[src/rtl/alarm_sensor_fsm.sv]
// Alarm sensor front end: sync + debounce of six raw inputs, arm/delay/alarm FSM, frame-stable status.
// Optional build macro ALARM_BLINK_EN makes disp_strobe blink every BLINK_FRAMES frames in ALARM.
module alarm_sensor_fsm #(
    parameter int unsigned DB_CYCLES    = 16,
    parameter int unsigned EXIT_CYCLES  = 64,
    parameter int unsigned ENTRY_CYCLES = 64,
    parameter int unsigned BLINK_FRAMES = 16
) (
    input  logic       clk,
    input  logic       rst_n,
    input  logic [5:0] sens_in,
    input  logic       frame_start,
    output logic [2:0] state,
    output logic [1:0] cause,
    output logic [1:0] disp_cause,
    output logic       disp_strobe
);

    localparam int unsigned DbW    = (DB_CYCLES > 1) ? $clog2(DB_CYCLES) : 1;
    localparam int unsigned MaxDly = (EXIT_CYCLES > ENTRY_CYCLES) ? EXIT_CYCLES : ENTRY_CYCLES;
    localparam int unsigned DlyW   = (MaxDly > 1) ? $clog2(MaxDly) : 1;

    typedef enum logic [2:0] {
        StDisarmed   = 3'd0,
        StExitDelay  = 3'd1,
        StArmed      = 3'd2,
        StEntryDelay = 3'd3,
        StAlarm      = 3'd4
    } state_e;

    logic [5:0]     sync1_q, sync2_q;
    logic [5:0]     db_q, db_d;
    logic [DbW-1:0] db_cnt_q [6];
    logic [DbW-1:0] db_cnt_d [6];

    state_e          state_q, state_d;
    logic [1:0]      cause_q, cause_d;
    logic [DlyW-1:0] dly_q, dly_d;
    logic            strobe_next;

    // Counter restarts whenever the synchronised sample agrees with the debounced value.
    always_comb begin
        db_d = db_q;
        for (int i = 0; i < 6; i++) begin
            db_cnt_d[i] = '0;
            if (sync2_q[i] != db_q[i]) begin
                if (db_cnt_q[i] == DbW'(DB_CYCLES - 1)) begin
                    db_d[i] = sync2_q[i];
                end else begin
                    db_cnt_d[i] = db_cnt_q[i] + DbW'(1);
                end
            end
        end
    end

    always_ff @(posedge clk or negedge rst_n) begin
        if (!rst_n) begin
            sync1_q <= '0;
            sync2_q <= '0;
            db_q    <= '0;
            for (int i = 0; i < 6; i++) begin
                db_cnt_q[i] <= '0;
            end
        end else begin
            sync1_q  <= sens_in;
            sync2_q  <= sync1_q;
            db_q     <= db_d;
            db_cnt_q <= db_cnt_d;
        end
    end

    logic armed, clr, temp, window, intrusion;
    assign armed     = db_q[0];
    assign window    = db_q[2];
    assign clr       = db_q[3];
    assign temp      = db_q[5];
    assign intrusion = db_q[1] & db_q[4];

    always_comb begin
        state_d = state_q;
        cause_d = cause_q;
        dly_d   = dly_q;
        if (clr) begin
            state_d = StDisarmed;
            cause_d = 2'd0;
            dly_d   = '0;
        end else if (temp || window) begin
            // A lower-priority cause never replaces a higher one already latched.
            state_d = StAlarm;
            if (temp) begin
                cause_d = 2'd3;
            end else if (cause_q < 2'd2) begin
                cause_d = 2'd2;
            end
        end else begin
            case (state_q)
                StDisarmed: begin
                    if (armed) begin
                        state_d = StExitDelay;
                        dly_d   = '0;
                    end
                end
                StExitDelay: begin
                    if (!armed) begin
                        state_d = StDisarmed;
                    end else if (dly_q == DlyW'(EXIT_CYCLES - 1)) begin
                        state_d = StArmed;
                    end else begin
                        dly_d = dly_q + DlyW'(1);
                    end
                end
                StArmed: begin
                    if (!armed) begin
                        state_d = StDisarmed;
                    end else if (intrusion) begin
                        state_d = StEntryDelay;
                        dly_d   = '0;
                    end
                end
                StEntryDelay: begin
                    if (!armed) begin
                        state_d = StDisarmed;
                    end else if (dly_q == DlyW'(ENTRY_CYCLES - 1)) begin
                        state_d = StAlarm;
                        cause_d = 2'd1;
                    end else begin
                        dly_d = dly_q + DlyW'(1);
                    end
                end
                StAlarm: ;
                default: state_d = StDisarmed;
            endcase
        end
    end

    always_ff @(posedge clk or negedge rst_n) begin
        if (!rst_n) begin
            state_q <= StDisarmed;
            cause_q <= 2'd0;
            dly_q   <= '0;
        end else begin
            state_q <= state_d;
            cause_q <= cause_d;
            dly_q   <= dly_d;
        end
    end

`ifdef ALARM_BLINK_EN
    localparam int unsigned FrmW = $clog2(2 * BLINK_FRAMES);

    logic [FrmW-1:0] frm_cnt_q, frm_cnt_d;

    // First half of each 2*BLINK_FRAMES period shows the alarm colour.
    always_comb begin
        frm_cnt_d   = frm_cnt_q;
        strobe_next = 1'b0;
        if (state_q != StAlarm) begin
            frm_cnt_d = '0;
        end else begin
            strobe_next = (frm_cnt_q < FrmW'(BLINK_FRAMES));
            if (frame_start) begin
                frm_cnt_d = (frm_cnt_q == FrmW'(2 * BLINK_FRAMES - 1)) ? '0
                                                                       : frm_cnt_q + FrmW'(1);
            end
        end
    end

    always_ff @(posedge clk or negedge rst_n) begin
        if (!rst_n) begin
            frm_cnt_q <= '0;
        end else begin
            frm_cnt_q <= frm_cnt_d;
        end
    end
`else
    assign strobe_next = (state_q == StAlarm);
`endif

    always_ff @(posedge clk or negedge rst_n) begin
        if (!rst_n) begin
            disp_cause  <= 2'd0;
            disp_strobe <= 1'b0;
        end else if (frame_start) begin
            disp_cause  <= cause_q;
            disp_strobe <= strobe_next;
        end
    end

    assign state = state_q;
    assign cause = cause_q;

endmodule

[config.mk]
export PLATFORM = sky130hd
export DESIGN_NAME = alarm_sensor_fsm
export DESIGN_NICKNAME = d
export VERILOG_FILES = /design/src/rtl/alarm_sensor_fsm.sv
export SDC_FILE = /design/constraint.sdc
export NUM_CORES = 1
export LEC_CHECK = 0
export CELL_PAD_IN_SITES_DETAIL_PLACEMENT = 1
export CELL_PAD_IN_SITES_GLOBAL_PLACEMENT = 2
export CORE_MARGIN = 3
export CORE_UTILIZATION = 39
export DETAILED_ROUTE_END_ITERATION = 10
export PLACE_DENSITY = 0.77
export SLEW_MARGIN = 20
export SYNTH_ARGS = -nofsm -noshare
export SYNTH_HDL_FRONTEND = slang
export SYNTH_SLANG_ARGS = --single-unit
export TNS_END_PERCENT = 10
[constraint.sdc]
create_clock -name clk -period 1.96 [get_ports clk]
set_clock_uncertainty 0.15 [all_clocks]
set_input_delay 0.196 -clock clk [delete_from_list [all_inputs] [get_ports clk]]
set_output_delay 0.196 -clock clk [all_outputs]
set_load 0.005 [all_outputs]
==> reports/metrics.cfg <==
[status]
status = finished clean

[logic_synthesis]
synthArstFlopShare = 1.00
ys_seq_area_frac = 0.582
synthTopCellsByCount = dfrtp_1, a21oi_1, nor2_1, xnor2_1, nand2_1
synth_top_area_frac = 0.582
synth_compound_area_frac = 0.0961
yosysTopAreaCell = dfrtp_1
synthMuxAreaShare = 0.0415
synth_cell_types = 37
post_synth_main_area_contributors = dfrtp_1, xnor2_1, mux2_2, ha_1, a21oi_1
syn_area_per_cell_um2 = 11.8
yosys.area_share.xor_xnor = 0.0472
synth_most_common_cell = dfrtp_1
syn_nets = 220
synth_top_family_by_area = simple AND/OR/NAND/NOR gates
synth_simple_gate_area_frac = 0.171
synth_seq_cells = 56
yosys.area_share.adder = 0.0363
synth.cell_area_um2 = 2410
syn_inst = 204
synth_enable_flop_cells = 0
yosys_warnings = 0
ys.flop_type = dfrtp_1

[cells_and_area]
design_area_um2 = 2810
drive_gt1_frac = 0.122
antenna_cells = 0
final_nets = 245
syn2layout_area_growth_pct = 16.6

[routing]
ant_nets = 0
wl_um = 4730
drt_pass1_iterations = 3
drc_errors = 0
wire_per_inst_um = 15.6
drt_iter0_markers = 34
vias = 1608
via_per_inst = 5.29

[critical_path]
r2r_slack_ns = 0.13
start_kind = register
critPathArrivalTime_ns = 1.90
path_max_fanout = 4
rr_worst_depth = 4
r2r-end = cause[0]
endpoint_kind = register
reg2reg_from = dly_q[0]
cp_data_required_time_ns = 2.03
crit_type = reg -> reg

[clocking]
cts.sinks = 56
cts_tree = done
cts_buffer_depth = 2
cts_buffers = 5
htree_levels = 2
post-cts-setup-buffer-count = 0
insertion_delay_ns = 0.31
clockRootBuffer = clkbuf_8
path_clk_slew_ns = 0.09

[floorplan]
rows = 28
die_area_um2 = 7160
die_y_um = 84.6
die-width_um = 84.6
ios = 17
initial_core_util = 0.405
core_area_um2 = 5960

[power]
vdd_drop_max_mv = 0.369
p_leak_nw = 1.21
p_per_area_nw_per_um2 = 796

[job]
max_cap_viol_count = 0

[placed_design]
dp.final_hpwl_um = 3590
routabilityCongestion = 0.845
placed_cell_area_um2 = 2670
portBuffers = 16

[sta]
drv_slew = 0
slew_headroom = 0.749
fin_crit_sh = 0.936
fmax_mhz = 545
rsz0062_at_grt = no
fin_crit_ns = 1.83
finalHoldViolations = 0
worstMarginPinSlew_ns = 0.377
setup_viol = 0
totalNegativeSetupSlack_ns = 0

[grt]
globalRouteMet1Util = 0.168
grt-ovfl-total = 0
grt_max_degree = 30
antenna_found_initial = 0
grt.busiest_layer = met2
grt_usage = 0.146
grt_util_met2 = 0.265
grt_use_met3 = 0.0402
grt_pass1_vias = 1784
grt_pass1_wl_um = 8390

[hold_path]
hp-class = in -> async

-- critical path: stages (launching register included) --
cell      delay [ns]
dfrtp_1         0.40
ha_1            0.25
nand4_1         0.21
or4_4           0.55
a211oi_1        0.21
-- per-stage QoR --
| step | util | hold WS, ns | total power, mW | setup WS (ns) | instances |
|---|---|---|---|---|---|
| after detailed placement | 0.448 | -0.127 | 1.41 | 0.155 | 296 |
| final | 0.472 | 0.0773 | 2.24 | 0.125 | 304 |
| after global placement | 0.448 | -0.135 | 1.39 | 0.199 | 296 |
| after CTS | 0.471 | 0.0696 | 2.28 | 0.0736 | 304 |
| after global routing | 0.472 | 0.0663 | 2.35 | 0.0176 | 304 |
| after floorplan | - | -0.250 | 1.33 | 0.295 | 204 |
-- cells by family (layout without fill, tap and decap cells) --
kind of cell	after synthesis	after routing
mux	9	9
xor+xnor	13	13
simple gates	70	70
fa+ha+maj	7	7
flops	56	56
compound gates	36	36
buf+inv	13	38
-- routing by layer --
layer / up-vias / part of all wire
met2: 13 / 0.54
met5: - / 0
met3: 5 / 0.028
met4: 0 / 0.011
li1: 763 / -
met1: 827 / 0.42
-- cell type report --
cell class                      instances  area [µm²]
Fill cell                             640        3150
Sequential cell                        56        1400
Multi-Input combinational cell        135         948
Timing Repair Buffer                   22         203
Tap cell                               75        93.8
Clock buffer                            5        68.8
Clock inverter                          2        60.1
Inverter                                9        33.8
-- state kept, by name, indices dropped and copies added (netlist names) --
| register | flops |
|---|---|
| db_cnt_q | 24 |
| db_q | 6 |
| dly_q | 6 |
| sync1_q | 6 |
| sync2_q | 6 |
| state | 3 |
| cause | 2 |
| disp_cause | 2 |
| disp_strobe | 1 |
-- cells in the final DEF, fill, tap and decap left out, types with 5 or more instances in the layout --
cell type        synthesis  final
mux2_2                   8      8
ha_1                     7      7
nor2b_1                  7      7
nand2_1                 11     11
nand3_1                 10     10
clkdlybuf4s50_1          0     15
a21oi_1                 14     14
clkbuf_8                 0      5
inv_1                    9      9
nor2_1                  13     12
buf_4                    1      5
dfrtp_1                 56     55
nor3b_1                  8      8
o21ai_0                 10     10
xnor2_1                 13     13
nand4b_1                 6      6
-- worst max-delay path by stage --
stage,startpoint,end,cells after the start
CTS,state[0],state[0],2
global placement,dly_q[0],dly_q[4],5
finish,dly_q[0],cause[0],4
detailed placement,dly_q[0],dly_q[0],5
floorplan,dly_q[0],dly_q[4],5
global route,dly_q[0],state[2],4
-- power breakdown --
group          leakage, nW  total, mW  switching, mW  internal (mW)
logic                0.411      0.139         0.0683         0.0703
clock network       0.0642      0.853          0.350          0.503
registers            0.737       1.24         0.0432           1.20
total                 1.21       2.24          0.462           1.77
-- repair_timing --
| action | in CTS | in global routing |
|---|---|---|
| hold buffers | 1 | 0 |
| gates resized for setup | 0 | 2 |
| hold endpoints to repair | 56 | 0 |
| setup endpoints to repair | 0 | 4 |
Note: power is estimated with default switching activity, not from simulation.
